===== config.mk =====
export PLATFORM = sky130hd
export DESIGN_NAME = wb_result_arbiter
export DESIGN_NICKNAME = d
export VERILOG_FILES = /design/src/rtl/wb_result_arbiter.sv
export SDC_FILE = /design/constraint.sdc
export NUM_CORES = 1
export LEC_CHECK = 0
export BUFFER_PORTS_ARGS = -buffer_cell sky130_fd_sc_hd__buf_2
export CORE_ASPECT_RATIO = 0.9
export CORE_UTILIZATION = 25
export CTS_CLUSTER_SIZE = 10
export DETAILED_ROUTE_END_ITERATION = 8
export GPL_ROUTABILITY_DRIVEN = 0
export GPL_TIMING_DRIVEN = 0
export PLACE_DENSITY = 0.48
export SLEW_MARGIN = 20
export SYNTH_ARGS = -nofsm -noshare
export SYNTH_HDL_FRONTEND = slang
export SYNTH_SLANG_ARGS = --single-unit
export TNS_END_PERCENT = 100

===== constraint.sdc =====
create_clock -name clk -period 3.45 [get_ports clk]
set_clock_uncertainty 0.2 [all_clocks]
set_input_delay 0.69 -clock clk [delete_from_list [all_inputs] [get_ports clk]]
set_output_delay 0.69 -clock clk [all_outputs]
set_load 0.01 [all_outputs]

===== src/rtl/wb_result_arbiter.sv =====
// Writeback result arbiter: merges load and ALU results onto one registered write port.
// Loads always win; ALU results that lose arbitration wait in a small in-order FIFO.
module wb_result_arbiter #(
  parameter int DATA_WIDTH      = 32,
  parameter int PHYS_ADDR_WIDTH = 6,
  parameter int FIFO_DEPTH      = 4
) (
  input  logic                          clk,
  input  logic                          rst_n,
  input  logic                          i_flush,
  input  logic                          i_alu_valid,
  output logic                          o_alu_ready,
  input  logic [PHYS_ADDR_WIDTH-1:0]    i_alu_addr,
  input  logic [DATA_WIDTH-1:0]         i_alu_data,
  input  logic                          i_mem_valid,
  input  logic [PHYS_ADDR_WIDTH-1:0]    i_mem_addr,
  input  logic [DATA_WIDTH-1:0]         i_mem_data,
  output logic                          o_wb_uses_rw,
  output logic [PHYS_ADDR_WIDTH-1:0]    o_wb_rw_addr,
  output logic [DATA_WIDTH-1:0]         o_wb_rw_data,
  output logic [$clog2(FIFO_DEPTH):0]   o_fifo_count,
  output logic                          o_overflow
);

  localparam int PW = $clog2(FIFO_DEPTH);
  localparam int CW = PW + 1;
  localparam logic [CW-1:0] DEPTH_C = CW'(FIFO_DEPTH);

  logic [PHYS_ADDR_WIDTH-1:0] fifo_addr [FIFO_DEPTH];
  logic [DATA_WIDTH-1:0]      fifo_data [FIFO_DEPTH];

  logic [PW-1:0]              wr_ptr, wr_ptr_nxt;
  logic [PW-1:0]              rd_ptr, rd_ptr_nxt;
  logic [CW-1:0]              count, count_nxt;
  logic                       uses_nxt;
  logic [PHYS_ADDR_WIDTH-1:0] addr_nxt;
  logic [DATA_WIDTH-1:0]      data_nxt;
  logic                       accept, enq, deq, overflow_set;

  // Ready depends only on the registered count, so a dequeue never opens a slot in the same cycle.
  assign o_alu_ready  = (count < DEPTH_C);
  assign accept       = i_alu_valid & o_alu_ready;
  assign o_fifo_count = count;

  always_comb begin
    uses_nxt     = 1'b0;
    addr_nxt     = o_wb_rw_addr;
    data_nxt     = o_wb_rw_data;
    wr_ptr_nxt   = wr_ptr;
    rd_ptr_nxt   = rd_ptr;
    count_nxt    = count;
    enq          = 1'b0;
    deq          = 1'b0;
    overflow_set = 1'b0;

    if (i_flush) begin
      wr_ptr_nxt = '0;
      rd_ptr_nxt = '0;
    end else if (i_mem_valid) begin
      uses_nxt = 1'b1;
      addr_nxt = i_mem_addr;
      data_nxt = i_mem_data;
      enq      = accept;
    end else if (count != '0) begin
      uses_nxt = 1'b1;
      addr_nxt = fifo_addr[rd_ptr];
      data_nxt = fifo_data[rd_ptr];
      deq      = 1'b1;
      enq      = accept;
    end else if (accept) begin
      uses_nxt = 1'b1;
      addr_nxt = i_alu_addr;
      data_nxt = i_alu_data;
    end

    if (enq) wr_ptr_nxt = wr_ptr + 1'b1;
    if (deq) rd_ptr_nxt = rd_ptr + 1'b1;

    if (i_flush)
      count_nxt = '0;
    else if (enq && !deq)
      count_nxt = count + 1'b1;
    else if (deq && !enq)
      count_nxt = count - 1'b1;

    overflow_set = enq && (count == DEPTH_C);
  end

  always_ff @(posedge clk or negedge rst_n) begin
    if (!rst_n) begin
      o_wb_uses_rw <= 1'b0;
      o_wb_rw_addr <= '0;
      o_wb_rw_data <= '0;
      wr_ptr       <= '0;
      rd_ptr       <= '0;
      count        <= '0;
      o_overflow   <= 1'b0;
    end else begin
      o_wb_uses_rw <= uses_nxt;
      o_wb_rw_addr <= addr_nxt;
      o_wb_rw_data <= data_nxt;
      wr_ptr       <= wr_ptr_nxt;
      rd_ptr       <= rd_ptr_nxt;
      count        <= count_nxt;
      if (overflow_set) o_overflow <= 1'b1;
    end
  end

  // Storage needs no reset: entries are only read while count marks them valid.
  always_ff @(posedge clk) begin
    if (enq) begin
      fifo_addr[wr_ptr] <= i_alu_addr;
      fifo_data[wr_ptr] <= i_alu_data;
    end
  end

endmodule


# After elaboration in Yosys (flattened, before gate mapping)

Memory sizes are Yosys's and may differ from the RTL's.
Index checks and enable logic that the tools add are counted.

Memories kept: 2
Register bits: 47
RAM bits: 152
Output and inout port bits: 44

Equal/unequal tests: 1
$lt $le $gt $ge: 1
Bitwise gates (word level): 2
Reduce and logical (&&, ||, !) cells: 11
$add $sub $neg: 4
Muxes and demuxes: 24

Memories:

| memory    | depth | width | rd ports | clocked after memory_dff | write ports | RTL line | source |
|---|---|---|---|---|---|---|---|
| fifo_data | 4     | 32    | 1        | 0                        | 1           | 30       | `logic [DATA_WIDTH-1:0] fifo_data [FIFO_DEPTH];` |
| fifo_addr | 4     | 6     | 1        | 0                        | 1           | 29       | `logic [PHYS_ADDR_WIDTH-1:0] fifo_addr [FIFO_DEPTH];` |

Operators with widths:

| kind                                                                | number |
|---|---|
| 32-bit two-way mux                                                  | 3 |
| 6-bit two-way mux                                                   | 3 |
| 1-bit two-way mux                                                   | 12 |
| 3-bit two-way mux                                                   | 3 |
| 3-bit nonzero test                                                  | 3 |
| 2-bit two-way mux                                                   | 3 |
| 2-bit by 1-bit adder with 2-bit output (second input constant)      | 2 |
| 2-bit nonzero test                                                  | 2 |
| 3-bit by 1-bit adder with 3-bit output (second input constant)      | 1 |
| 3-bit == test (second input constant)                               | 1 |
| 1-bit logical AND                                                   | 3 |
| 3-bit < comparator (second input constant)                          | 1 |
| 3-bit by 1-bit subtractor with 3-bit output (second input constant) | 1 |
| 1-bit logical NOT                                                   | 2 |
| 2-bit AND reduction                                                 | 1 |
| 1-bit AND                                                           | 1 |
| 1-bit NOT                                                           | 1 |

# Longest topological paths before layout

Gate-level depths: netlist (run 1).

Depth in word-level cells: 10
Gate-level depth with buffers: 9
Mapped depth without buffers: 8

# Least setup slack after synthesis (run 1)

OpenSTA, ideal clock, no wires.

Path kind: input -> register
From: input i_mem_valid
To: memory fifo_addr[0][0], enable pin
Slack: 611 ps
Arrival: 2240 ps
Path buffers: 1
Stages: 4
Data required time: 2851 ps
Path through: buf_2 > o211a_1 > nor2b_1 > and2_1

Longest elaborated chain between the ends: 4

Ends and longest elaborated chain:

| what                                    | RTL line | source |
|---|---|---|
| start, declared                         | 15       | `input logic i_mem_valid,` |
| 1-bit two-way mux                       | 59       | `end else if (i_mem_valid) begin` |
| 1-bit two-way mux                       | 56       | `if (i_flush) begin` |
| 1-bit two-way mux                       | 111      | `if (enq) begin` |
| 1-bit two-way mux (not written as such) | 112      | `fifo_addr[wr_ptr] <= i_alu_addr;` |
| end, declared                           | 29       |  |

No other way between the ends.

# Worst setup path after layout (run 1)

From: register count[0] (netlist: o_fifo_count[0])
To: register count[1] (netlist: o_fifo_count[1])

Longest elaborated chain between the ends: 8
Elaborated cells on any way between the ends: 19
Classes of those cells: add/sub (2); order compare (1); mux (9); bitwise (1); reduce/logical (6)

Ends and longest elaborated chain:

| what                                                     | RTL line | source |
|---|---|---|
| start, declared                                          | 34       | `logic [CW-1:0] count, count_nxt;` |
| start signal, assigned                                   | 104      | `count <= count_nxt;` |
| 3-bit < comparator or 3-bit nonzero test (tied branches) | 41, 64   |  |
| 1-bit AND or 1-bit two-way mux (tied branches)           | 42, 64   |  |
| 1-bit two-way mux (on tied branches)                     | 64, 59   |  |
| 1-bit two-way mux (on tied branches)                     | 59, 56   |  |
| 1-bit two-way mux or 1-bit logical NOT (tied branches)   | 56, 81   |  |
| 1-bit logical AND or 1-bit logical NOT (tied branches)   | 81, 83   |  |
| 3-bit two-way mux or 1-bit logical AND (tied branches)   | 81, 83   |  |
| 3-bit two-way mux or 3-bit nonzero test (tied branches)  | n/a      |  |

Several ways; a longest one is shown, not always the timed one. The select of a mux whose other input is x is not followed.
A chain may end at the register's enable or synchronous reset.

==> metrics.txt, run 1 <==
critical path, cell by cell or2_2 > o211a_1 > nor2b_1 > and2_1 > fa_1 > nor2_1 > mux2_2; Worst path slowest cell fa_1; Critical Path Fanout Max 6; number of DRC markers in iteration 0 225; number of global-route vias before repair about 5200; P_leak about 3.7 nW; Die Ht approximately 180 um; width of the die 195 um; Max Fclk 396 MHz; die area approximately 34000 um2; Yosys cell types 33; fin crit share 0.733; DR top layer met4; met2 wire length 10.4 mm; remaining global-route overflow 0; HPWL Detailed 13.7 mm; Detailed Routing Iterations Pass 1 4; initial antenna violation count 2; Clock Tree Buf Depth 2; Max-slew headroom 0.386; Layout area overhead 20.7%; htree depth 4; clock network fraction of total power 0.279; total chip power about 7 mW; post-synthesis cell area between 8000 and 9000 um2; # hold bufs at CTS 0; P per Cell Area 697 nW/um2; Sw Ratio 0.307; core footprint 32900 um2; Vias/cell 4.45; commonest cells after routing, fill and taps aside edfxtp_1 (152), buf_2 (128), nor2_1 (85); vias post-DR 4843; RR Startpoint o_fifo_count[0]$_DFFE_PN0P_; R2R Path End o_fifo_count[1]$_DFFE_PN0P_; Synthesis Warnings 0; clk slew on worst S/H paths 70 ps; Routed Antenna Nets 0; routed len/inst 19.9 um; met3 WL post-DR 738 um; row cnt 63; internal power 4.88 mW; Worst Hold Class input port to async pin; outcome completed; Worst Max-Slew Pin Slew 921 ps; Global Route Usage Sum 0.131; Combinational Power Share 0.288; Final Max Slew Viols 0; CTS tree built; Synth Net Count 595; M1 wire length 10.2 mm; Fillers ~3300; largest stage delay on the critical path 480 ps; routed wire length 21.7 mm; RSZ-0062 raised after global routing false; Root Buffer clkbuf_16; max cap viols 0; Crit. Startpoint o_fifo_count[0]$_DFFE_PN0P_; commonest non-fill, non-tap cell in the layout edfxtp_1; input/output buffers roughly 120; Worst VDD drop 0.458 mV; Worst Reg-to-Reg Cells 7; Critical Path RT 3560 ps; CTS Buf Count 17; Tmin final ~2500 ps; clock sinks 199; Net Switching 2.16 mW; Crit Path Category flop to flop; share of layout cells above drive strength 1 0.384; reg2reg setup slack 920 ps; final hold vios 0; Setup Viol. Count Final 0; Seq/Total Area, Yosys 0.686; nets 737; sequential power share 0.432; Post-Syn Area per Cell 16.4 um2; Starting Density 0.254; IO Pins 125; Worst EP arrival between 2000 and 3000 ps; Gate Count Post-Synth 509; Crit. End Element flop; DR DRC count 0; Post-CTS Resized 0; first-pass GRT wire length 32.6 mm; #FFs+latches synth 199; Setup TNS 0 ps; largest net degree at the start of global routing 48; Skew-Pair Late Insertion Delay 430 ps; CP Launch Type flop; Post-CTS Setup Bufs 0
-- synthesized netlist by cell type --
cell,n,area share
edfxtp_1,152,0.55
nor2_1,85,0.038
dfrtp_1,47,0.14
nor3_1,39,0.023
mux4_2,38,0.10
nand2_1,38,0.017
o41ai_2,38,0.074
clkbuf_1,15,0.0067
buf_2,6,0.0036
buf_6,6,0.0081
inv_1,6,0.0027
and2_1,5,0.0037
buf_4,5,0.0045
buf_1,4,0.0018
ha_1,4,0.0060
xor2_1,3,0.0031
mux2_2,2,0.0027
a21o_1,1,0.00090
a21oi_1,1,0.00060
a31o_2,1,0.0010
a31oi_1,1,0.00075
clkbuf_2,1,0.00060
fa_1,1,0.0024
inv_2,1,0.00045
mux2i_1,1,0.0012
nand2_8,1,0.0024
nand3_1,1,0.00060
nand3b_1,1,0.00090
nor2b_1,1,0.00075
o211a_1,1,0.0012
or2_2,1,0.00075
or3_1,1,0.00075
xnor2_1,1,0.0010
-- registers in the layout, indices dropped and copies added, names as in the netlist --
name	count
fifo_data	128
o_wb_rw_data	32
fifo_addr	24
o_wb_rw_addr	6
o_fifo_count	3
rd_ptr	2
wr_ptr	2
o_overflow	1
o_wb_uses_rw	1
-- per-layer routing --
metal  up-vias  track usage
met4         0       0.0371
li1       2247            -
met3        20       0.0275
met5         -            0
met2       105        0.215
met1      2471        0.175
-- worst max-delay path: cells and delay by family, from the launching register on --
family	cells	cell delay (ps)
AO/OA/AOI/OAI	1	280
adder cells (fa/ha/maj)	1	480
flip-flops	1	430
multiplexers	1	270
AND/OR/NAND/NOR	4	750
-- stage by stage --
step	hold slack (ps)	worst slack, ps	cell area, um2	instances	utilization
floorplan	194	611	8370	509	-
global placement	237	-505	9510	1054	0.289
detailed placement	244	658	9520	1054	0.289
CTS	140	922	10100	1086	0.306
global route	166	847	10100	1087	0.306
finish	120	923	10100	1088	0.306
-- how the worst max path moves through the flow --
stage                                        endpoint  slack [ps]  depth (start not counted)
after floorplan             fifo_addr[0][0]$_DFFE_PP_         610                          4
final                     o_fifo_count[1]$_DFFE_PN0P_         920                          7
after CTS                 o_fifo_count[1]$_DFFE_PN0P_         920                          7
after detailed placement   fifo_data[0][25]$_DFFE_PP_         660                          4
after global placement     fifo_data[1][14]$_DFFE_PP_        -510                          4
after global routing      o_fifo_count[1]$_DFFE_PN0P_         850                          7
-- area by class of cell --
cell class	count	area, um2	share of cell area
Sequential cell	199	5740	0.569
Multi-Input combinational cell	266	2400	0.238
Timing Repair Buffer	123	618	0.0612
Tap cell	422	528	0.0523
Clock buffer	21	440	0.0436
Buffer	37	211	0.0209
Clock inverter	11	126	0.0125
Inverter	7	26.3	0.00260
Antenna cell	2	5.00	0.000496
-- cells by family (layout without fill, tap and decap cells) --
group,Yosys count,after routing,share of synthesized area
buf+inv,44,199,0.0284
other cells,0,2,0
fa+ha+maj,5,5,0.00837
mux,41,41,0.106
flops,199,199,0.686
compound gates,43,43,0.0784
xor+xnor,4,4,0.00419
simple gates,173,173,0.0884
-- power groups by stage --
stage          registers, mW  logic [mW]  clock network (mW)
2_1_floorplan           3.18        1.28                   0
3_5_place_dp            3.09        2.09                   0
4_1_cts                 3.04        2.10                2.02
3_3_place_gp            3.10        2.08                   0
5_1_grt                 3.07        2.22                2.12
6_report                3.04        2.03                1.97
No activity file was read; power rests on OpenSTA's default activity.
==> run 2: changes to the inputs <==
Settings changed: PLACE_DENSITY 0.48 to 0.5.
Clock period 3.45 ns to 2.2 ns, I/O delays scaled along.
==> run 2 against run 1 <==
The flow now finishes with violations (negative setup slack). Worst setup slack got worse by 1000 ps. Final cell count grew 0.28%. Via count is 0.66% higher. Largest power group unchanged.
==> metrics.txt, run 2 (synthesized netlist as in run 1, its figures left out) <==
outcome complete, but fails checks; failing checks negative setup slack; HPWL Detailed 13.6 mm (-0.84%); Final Max Slew Viols 0 (unchanged); Die Ht 176 um (unchanged); Critical Path Fanout Max 5 (-1); nets 743 (+0.81%); final hold vios 0 (unchanged); Starting Density 0.254 (unchanged); Vias/cell 4.47 (+0.38%); CTS Buf Count 17 (unchanged); Crit Path Category flop to flop; Fillers 3306 (+0.12%); max cap viols 0 (unchanged); Routed Antenna Nets 0 (unchanged); internal power 7.81 mW (+60%); vias post-DR 4875 (+0.66%); max FFs per register 128 (unchanged); Max Fclk 431 MHz (+8.8%); Clock Tree Buf Depth 2 (unchanged); Critical Path RT 2320 ps (-1240 ps); CTS tree built; htree depth 4 (unchanged); IO Pins 125 (unchanged); P_leak 3.74 nW (+1.2%); clk slew on worst S/H paths 70 ps (about the same); Max-slew headroom 0.484 (+0.0983); share of layout cells above drive strength 1 0.401 (+0.0172); Global Route Usage Sum 0.131 (-0.000138); Skew-Pair Late Insertion Delay 430 ps (about the same); Worst Max-Slew Pin Slew 773 ps (-147 ps); Detailed Routing Iterations Pass 1 7 (+3); Layout area overhead 21.9%; reg2reg setup slack -120 ps (-1050 ps); Worst EP arrival 2440 ps (-200 ps); hold path cells 1; Worst path slowest cell fa_1; Setup Viol. Count Final 2 (+2); P per Cell Area 1100 nW/um2 (+58%); Post-Route Utilization 0.310 (+0.00315); critical path, cell by cell or2_4 > o211a_4 > nor2b_4 > and2_4 > fa_1 > nor2_1 > mux2_4; DR DRC count 0 (unchanged); Worst VDD drop 0.682 mV (+49%); CP Launch Type flop; R2R Path End o_fifo_count[1]$_DFFE_PN0P_; remaining global-route overflow 0 (unchanged); initial antenna violation count 1 (-1); clock sinks 199 (unchanged); die area 34200 um2 (unchanged); clock network fraction of total power 0.283 (+0.004); Tmin final 2320 ps (-205 ps); Top Registers fifo_data x128, o_wb_rw_data x32, fifo_addr x24; HP Start i_alu_data[12]; first-pass GRT wire length 32.6 mm (unchanged); Worst Hold Class input port to flop; routed len/inst 20.4 um (+2.1%); sequential power share 0.427 (-0.005); row cnt 63 (unchanged); pre-CTS setup slack -251 ps (-908 ps); largest net degree at the start of global routing 48 (unchanged); WHS Endpoint fifo_data[2][12]$_DFFE_PP_; Worst Reg-to-Reg Cells 7 (unchanged); Reg with most FFs fifo_data; routed wire length 22.2 mm (+2.4%); fin crit share 1.06 (+0.323); largest stage delay on the critical path 470 ps (about the same); input/output buffers 123 (unchanged); Net Switching 3.38 mW (+57%); number of DRC markers in iteration 0 278 (+24%); number of global-route vias before repair 5140 (-1.9%); core footprint 32900 um2 (unchanged); Final WS setup -122 ps (-1050 ps); width of the die 195 um (unchanged); RR Startpoint o_fifo_count[0]$_DFFE_PN0P_; commonest cells after routing, fill and taps aside edfxtp_1 (152), buf_2 (128), nor2_1 (85); Root Buffer clkbuf_16; Sw Ratio 0.302 (-0.00447); hold_ws 43.4 ps (-76.2 ps); Combinational Power Share 0.291 (+0.003); Crit. End Element flop; commonest non-fill, non-tap cell in the layout edfxtp_1; RSZ-0062 raised after global routing true
==> run 2: cell types whose count changed in the layout (fill, tap and decap cells not counted), sizes merged <==
cell	before	now
and2	5	9
buf	144	143
bufinv	2	3
clkbuf	37	38
clkdlybuf4s15	0	1
diode	2	1
dlygate4sd3	0	1
inv	10	7
==> run 2: worst max-delay path by stage <==
stage / startpoint / to / slack (ps) / cells past startpoint
after detailed placement: i_mem_valid / o_wb_rw_data[7]$_DFFE_PN0P_ / -250 / 7
after global placement: i_mem_valid / fifo_data[2][22]$_DFFE_PP_ / -510 / 4
after floorplan: o_fifo_count[0]$_DFFE_PN0P_ / o_fifo_count[1]$_DFFE_PN0P_ / -120 / 7
after global routing: o_fifo_count[0]$_DFFE_PN0P_ / o_fifo_count[1]$_DFFE_PN0P_ / -170 / 7
after CTS: o_fifo_count[0]$_DFFE_PN0P_ / o_fifo_count[1]$_DFFE_PN0P_ / -130 / 7
final: o_fifo_count[0]$_DFFE_PN0P_ / o_fifo_count[1]$_DFFE_PN0P_ / -120 / 7
==> run 2: worst max-delay path: cells and delay by family (launching register included) <==
kind	cells	cell delay, ps
AOI/OAI and AO/OA	1	230
adders and majority gates	1	470
and+or+nand+nor	4	580
muxes	1	280
DFF	1	450
==> run 2: through the flow <==
stage | instances | instance area, um2 | TNS (ps) | power [mW]
finish | 1091 | 10200 | -207 | 11.2
global route | 1090 | 10200 | -330 | 11.8
CTS | 1086 | 10200 | -242 | 11.4
detailed placement | 1054 | 9540 | -20270 | 8.15
global placement | 1054 | 9540 | -79050 | 8.13
floorplan | 509 | 8390 | -184 | 7.01
==> run 2: area by class of cell <==
| class | count | area, um2 | area share |
|---|---|---|---|
| sequential | 199 | 5740 | 0.563 |
| multi-input combinational | 270 | 2460 | 0.241 |
| timing repair buffer | 127 | 651 | 0.0638 |
| tap | 422 | 528 | 0.0518 |
| clock buffer | 21 | 450 | 0.0442 |
| buffer | 35 | 213 | 0.0209 |
| clock inverter | 9 | 128 | 0.0125 |
| inverter | 7 | 26.3 | 0.00258 |
| antenna | 1 | 2.50 | 0.000245 |
==> run 2: timing repair <==
| item | CTS | global route |
|---|---|---|
| gates cloned | 0 | 4 |
| resized for setup | 6 | 11 |
| hold buffers | 1 | 0 |
| endpoints found under the setup margin | 184 | 164 |
| endpoints found under the hold margin | 47 | 0 |
| setup buffers | 2 | 1 |
| pin swaps | 1 | 4 |
==> run 2: power by group through the flow <==
stage | logic [mW] | clock network, mW | registers [mW]
after CTS | 3.32 | 3.25 | 4.78
after global routing | 3.56 | 3.38 | 4.84
final | 3.26 | 3.16 | 4.78
after detailed placement | 3.29 | 0 | 4.86
after floorplan | 2.03 | 0 | 4.98
after global placement | 3.27 | 0 | 4.86
==> run 2: layer usage <==
metal / part of all wire / vias to the layer above / wire, um / track usage
met5: 0 / - / 0 / 0
met4: 0.0053 / 0 / 118 / 0.0289
met3: 0.037 / 10 / 826 / 0.0292
met2: 0.50 / 97 / 11000 / 0.218
met1: 0.46 / 2522 / 10200 / 0.174
li1: - / 2246 / - / -
==> run 3: changes to the inputs <==
Settings changed: CELL_PAD_IN_SITES_DETAIL_PLACEMENT set to 1, CELL_PAD_IN_SITES_GLOBAL_PLACEMENT set to 1, PLACE_DENSITY 0.5 to 0.56.
==> run 3 against run 2 <==
The run still ends with negative setup slack left. Worst hold slack worse by 15 ps. Wire length is 10% higher. Non-clock buffer count is 4 higher. Sequential cell count stayed put. Sequential power hardly changed. Die area stayed put. Fmax is 0.30% higher. Global-route usage is 1.2 points higher.
==> metrics.txt, run 3 (synthesized netlist as in run 1, its figures left out) <==
failing checks negative setup slack; commonest cells after routing, fill and taps aside edfxtp_1 (152), buf_2 (130), nor2_1 (85); final hold vios 0 (unchanged); Critical Path RT 2330 ps (about the same); Layout area overhead 23.4%; vias post-DR 4984 (+2.2%); outcome complete, but fails checks; Critical Path Fanout Max 4 (-1); fin crit share 1.05 (-0.00320); Worst Hold Class input port to flop; P per Cell Area 1130 nW/um2 (+2.8%); critical path, cell by cell or2_4 > o211a_4 > nor2b_4 > and2_4 > fa_1 > nor2_1 > mux2_4; Max-slew headroom 0.476 (-0.00885); Root Buffer clkbuf_16; Setup TNS -207 ps (-0.324 ps); number of DRC markers in iteration 0 178 (-36%); core footprint 32900 um2 (unchanged); Routed Antenna Nets 0 (unchanged); Clock Tree Buf Depth 2 (unchanged); nets 747 (+0.54%); commonest non-fill, non-tap cell in the layout edfxtp_1; die area 34200 um2 (unchanged); DR DRC count 0 (unchanged); sequential power share 0.410 (-0.017); clk slew on worst S/H paths 70 ps (about the same); Worst Max-Slew Pin Slew 787 ps (+13.3 ps); Final WS setup -115 ps (+7.03 ps); Global Route Usage Sum 0.143 (+0.0117); Crit. End Element flop; Max Fclk 432 MHz (+0.30%); max FFs per register 128 (unchanged); Reg with most FFs fifo_data; Worst VDD drop 0.686 mV (+0.66%); largest net degree at the start of global routing 39 (-19%); largest stage delay on the critical path 470 ps (about the same); CP Launch Type flop; clock sinks 199 (unchanged); RSZ-0062 raised after global routing true; Worst path slowest cell fa_1; HPWL Detailed 14.9 mm (+9.9%); Worst EP arrival 2440 ps (about the same); Vias/cell 4.55 (+1.8%); Crit Path Category flop to flop; Combinational Power Share 0.288 (-0.003); share of layout cells above drive strength 1 0.410 (+0.00891); input/output buffers 123 (unchanged); Final Max Slew Viols 0 (unchanged); remaining global-route overflow 0 (unchanged); max cap viols 0 (unchanged); width of the die 195 um (unchanged); clock network fraction of total power 0.302 (+0.019); Tmin final 2320 ps (-7.03 ps); Starting Density 0.254 (unchanged); row cnt 63 (unchanged); CP top delay family simple AND/OR/NAND/NOR gates; Detailed Routing Iterations Pass 1 4 (-3); Skew-Pair Late Insertion Delay 440 ps (about the same); P_leak 3.81 nW (+2.0%); crit path buf inv count 0 (unchanged); number of global-route vias before repair 5664 (+10%); Top Registers fifo_data x128, o_wb_rw_data x32, fifo_addr x24; htree depth 4 (unchanged); internal power 8.10 mW (+3.7%); Post-Route Utilization 0.313 (+0.00372); CTS tree built; initial antenna violation count 2 (+1); pre-CTS setup slack -281 ps (-30.1 ps); CTS Buf Count 17 (unchanged); Die Ht 176 um (unchanged); first-pass GRT wire length 35.3 mm (+8.3%); Sw Ratio 0.304 (+0.00205); IO Pins 125 (unchanged); routed len/inst 22.3 um (+9.7%); Setup Viol. Count Final 2 (unchanged); Net Switching 3.54 mW (+4.7%); routed wire length 24.5 mm (+10%)
[run 3: changes by cell type in the layout (fill, tap and decap cells not counted), moves of 2 or more]
cell	change
clkbuf_4	-2
bufinv_16	+2
buf_2	+2
clkbuf_1	-3
buf_4	+2
clkinv_1	-2
[run 3: through the flow]
step	power [mW]	instances	area, um2	hold WS, ps
after floorplan	7.01	509	8390	-55.6
after global placement	8.16	1054	9540	240
after detailed placement	8.23	1055	9570	152
after CTS	11.8	1089	10300	1.90
after global routing	12.2	1095	10300	8.79
final	11.6	1096	10300	28.8
[run 3: area by class of cell]
class | instances | area (um2)
plain buffers | 36 | 220
repair buffers | 130 | 693
diodes | 1 | 2.50
flip-flops and latches | 199 | 5740
multi-input cells | 270 | 2460
well taps | 422 | 528
inverters | 7 | 26.3
clock buffers | 20 | 457
clock inverters | 11 | 195
fillers | 3479 | 22600
[run 3: power groups by stage]
stage               sequential [mW]  combinational, mW  clock [mW]
floorplan                      4.98               2.03           0
global placement               4.86               3.30           0
detailed placement             4.87               3.36           0
CTS                            4.78               3.39        3.62
global route                   4.84               3.65        3.73
finish                         4.78               3.35        3.51
[run 3: layer usage]
| metal | share of wire | GRT usage | vias up |
|---|---|---|---|
| met5 | 0.00053 | 0 | - |
| met4 | 0.014 | 0.0413 | 2 |
| met3 | 0.037 | 0.0300 | 26 |
| met2 | 0.50 | 0.243 | 110 |
| met1 | 0.45 | 0.182 | 2591 |
| li1 | - | - | 2255 |
[run 3: timing repair]
action                     in CTS  in global routing
setup endpoints to repair     184                170
hold buffers                    1                  0
gates cloned                    0                  4
resized for setup               7                 10
pin swaps                       2                  3
hold endpoints to repair       39                  0
setup buffers                   3                  2
[run 3: worst reg2reg max path: stages, from the launching register on]
cell and delay, ps:
dfrtp_1 420, or2_4 270, o211a_4 230, nor2b_4 130
and2_4 160, fa_1 470, nor2_1 40, mux2_4 280
[run 3: path summary, 6_finish.rpt]
check	startpoint	to	slack [ps]	depth (start not counted)
min	i_alu_data[13]	fifo_data[0][13]$_DFFE_PP_	30	1
min in group asynchronous	rst_n	o_overflow$_DFFE_PN0P_	220	2
max	o_fifo_count[1]$_DFFE_PN0P_	o_fifo_count[1]$_DFFE_PN0P_	-120	7
min reg2reg	o_overflow$_DFFE_PN0P_	o_overflow$_DFFE_PN0P_	260	1
max in group asynchronous	rst_n	o_fifo_count[0]$_DFFE_PN0P_	1080	3
max reg2reg	o_fifo_count[1]$_DFFE_PN0P_	o_fifo_count[1]$_DFFE_PN0P_	-120	7
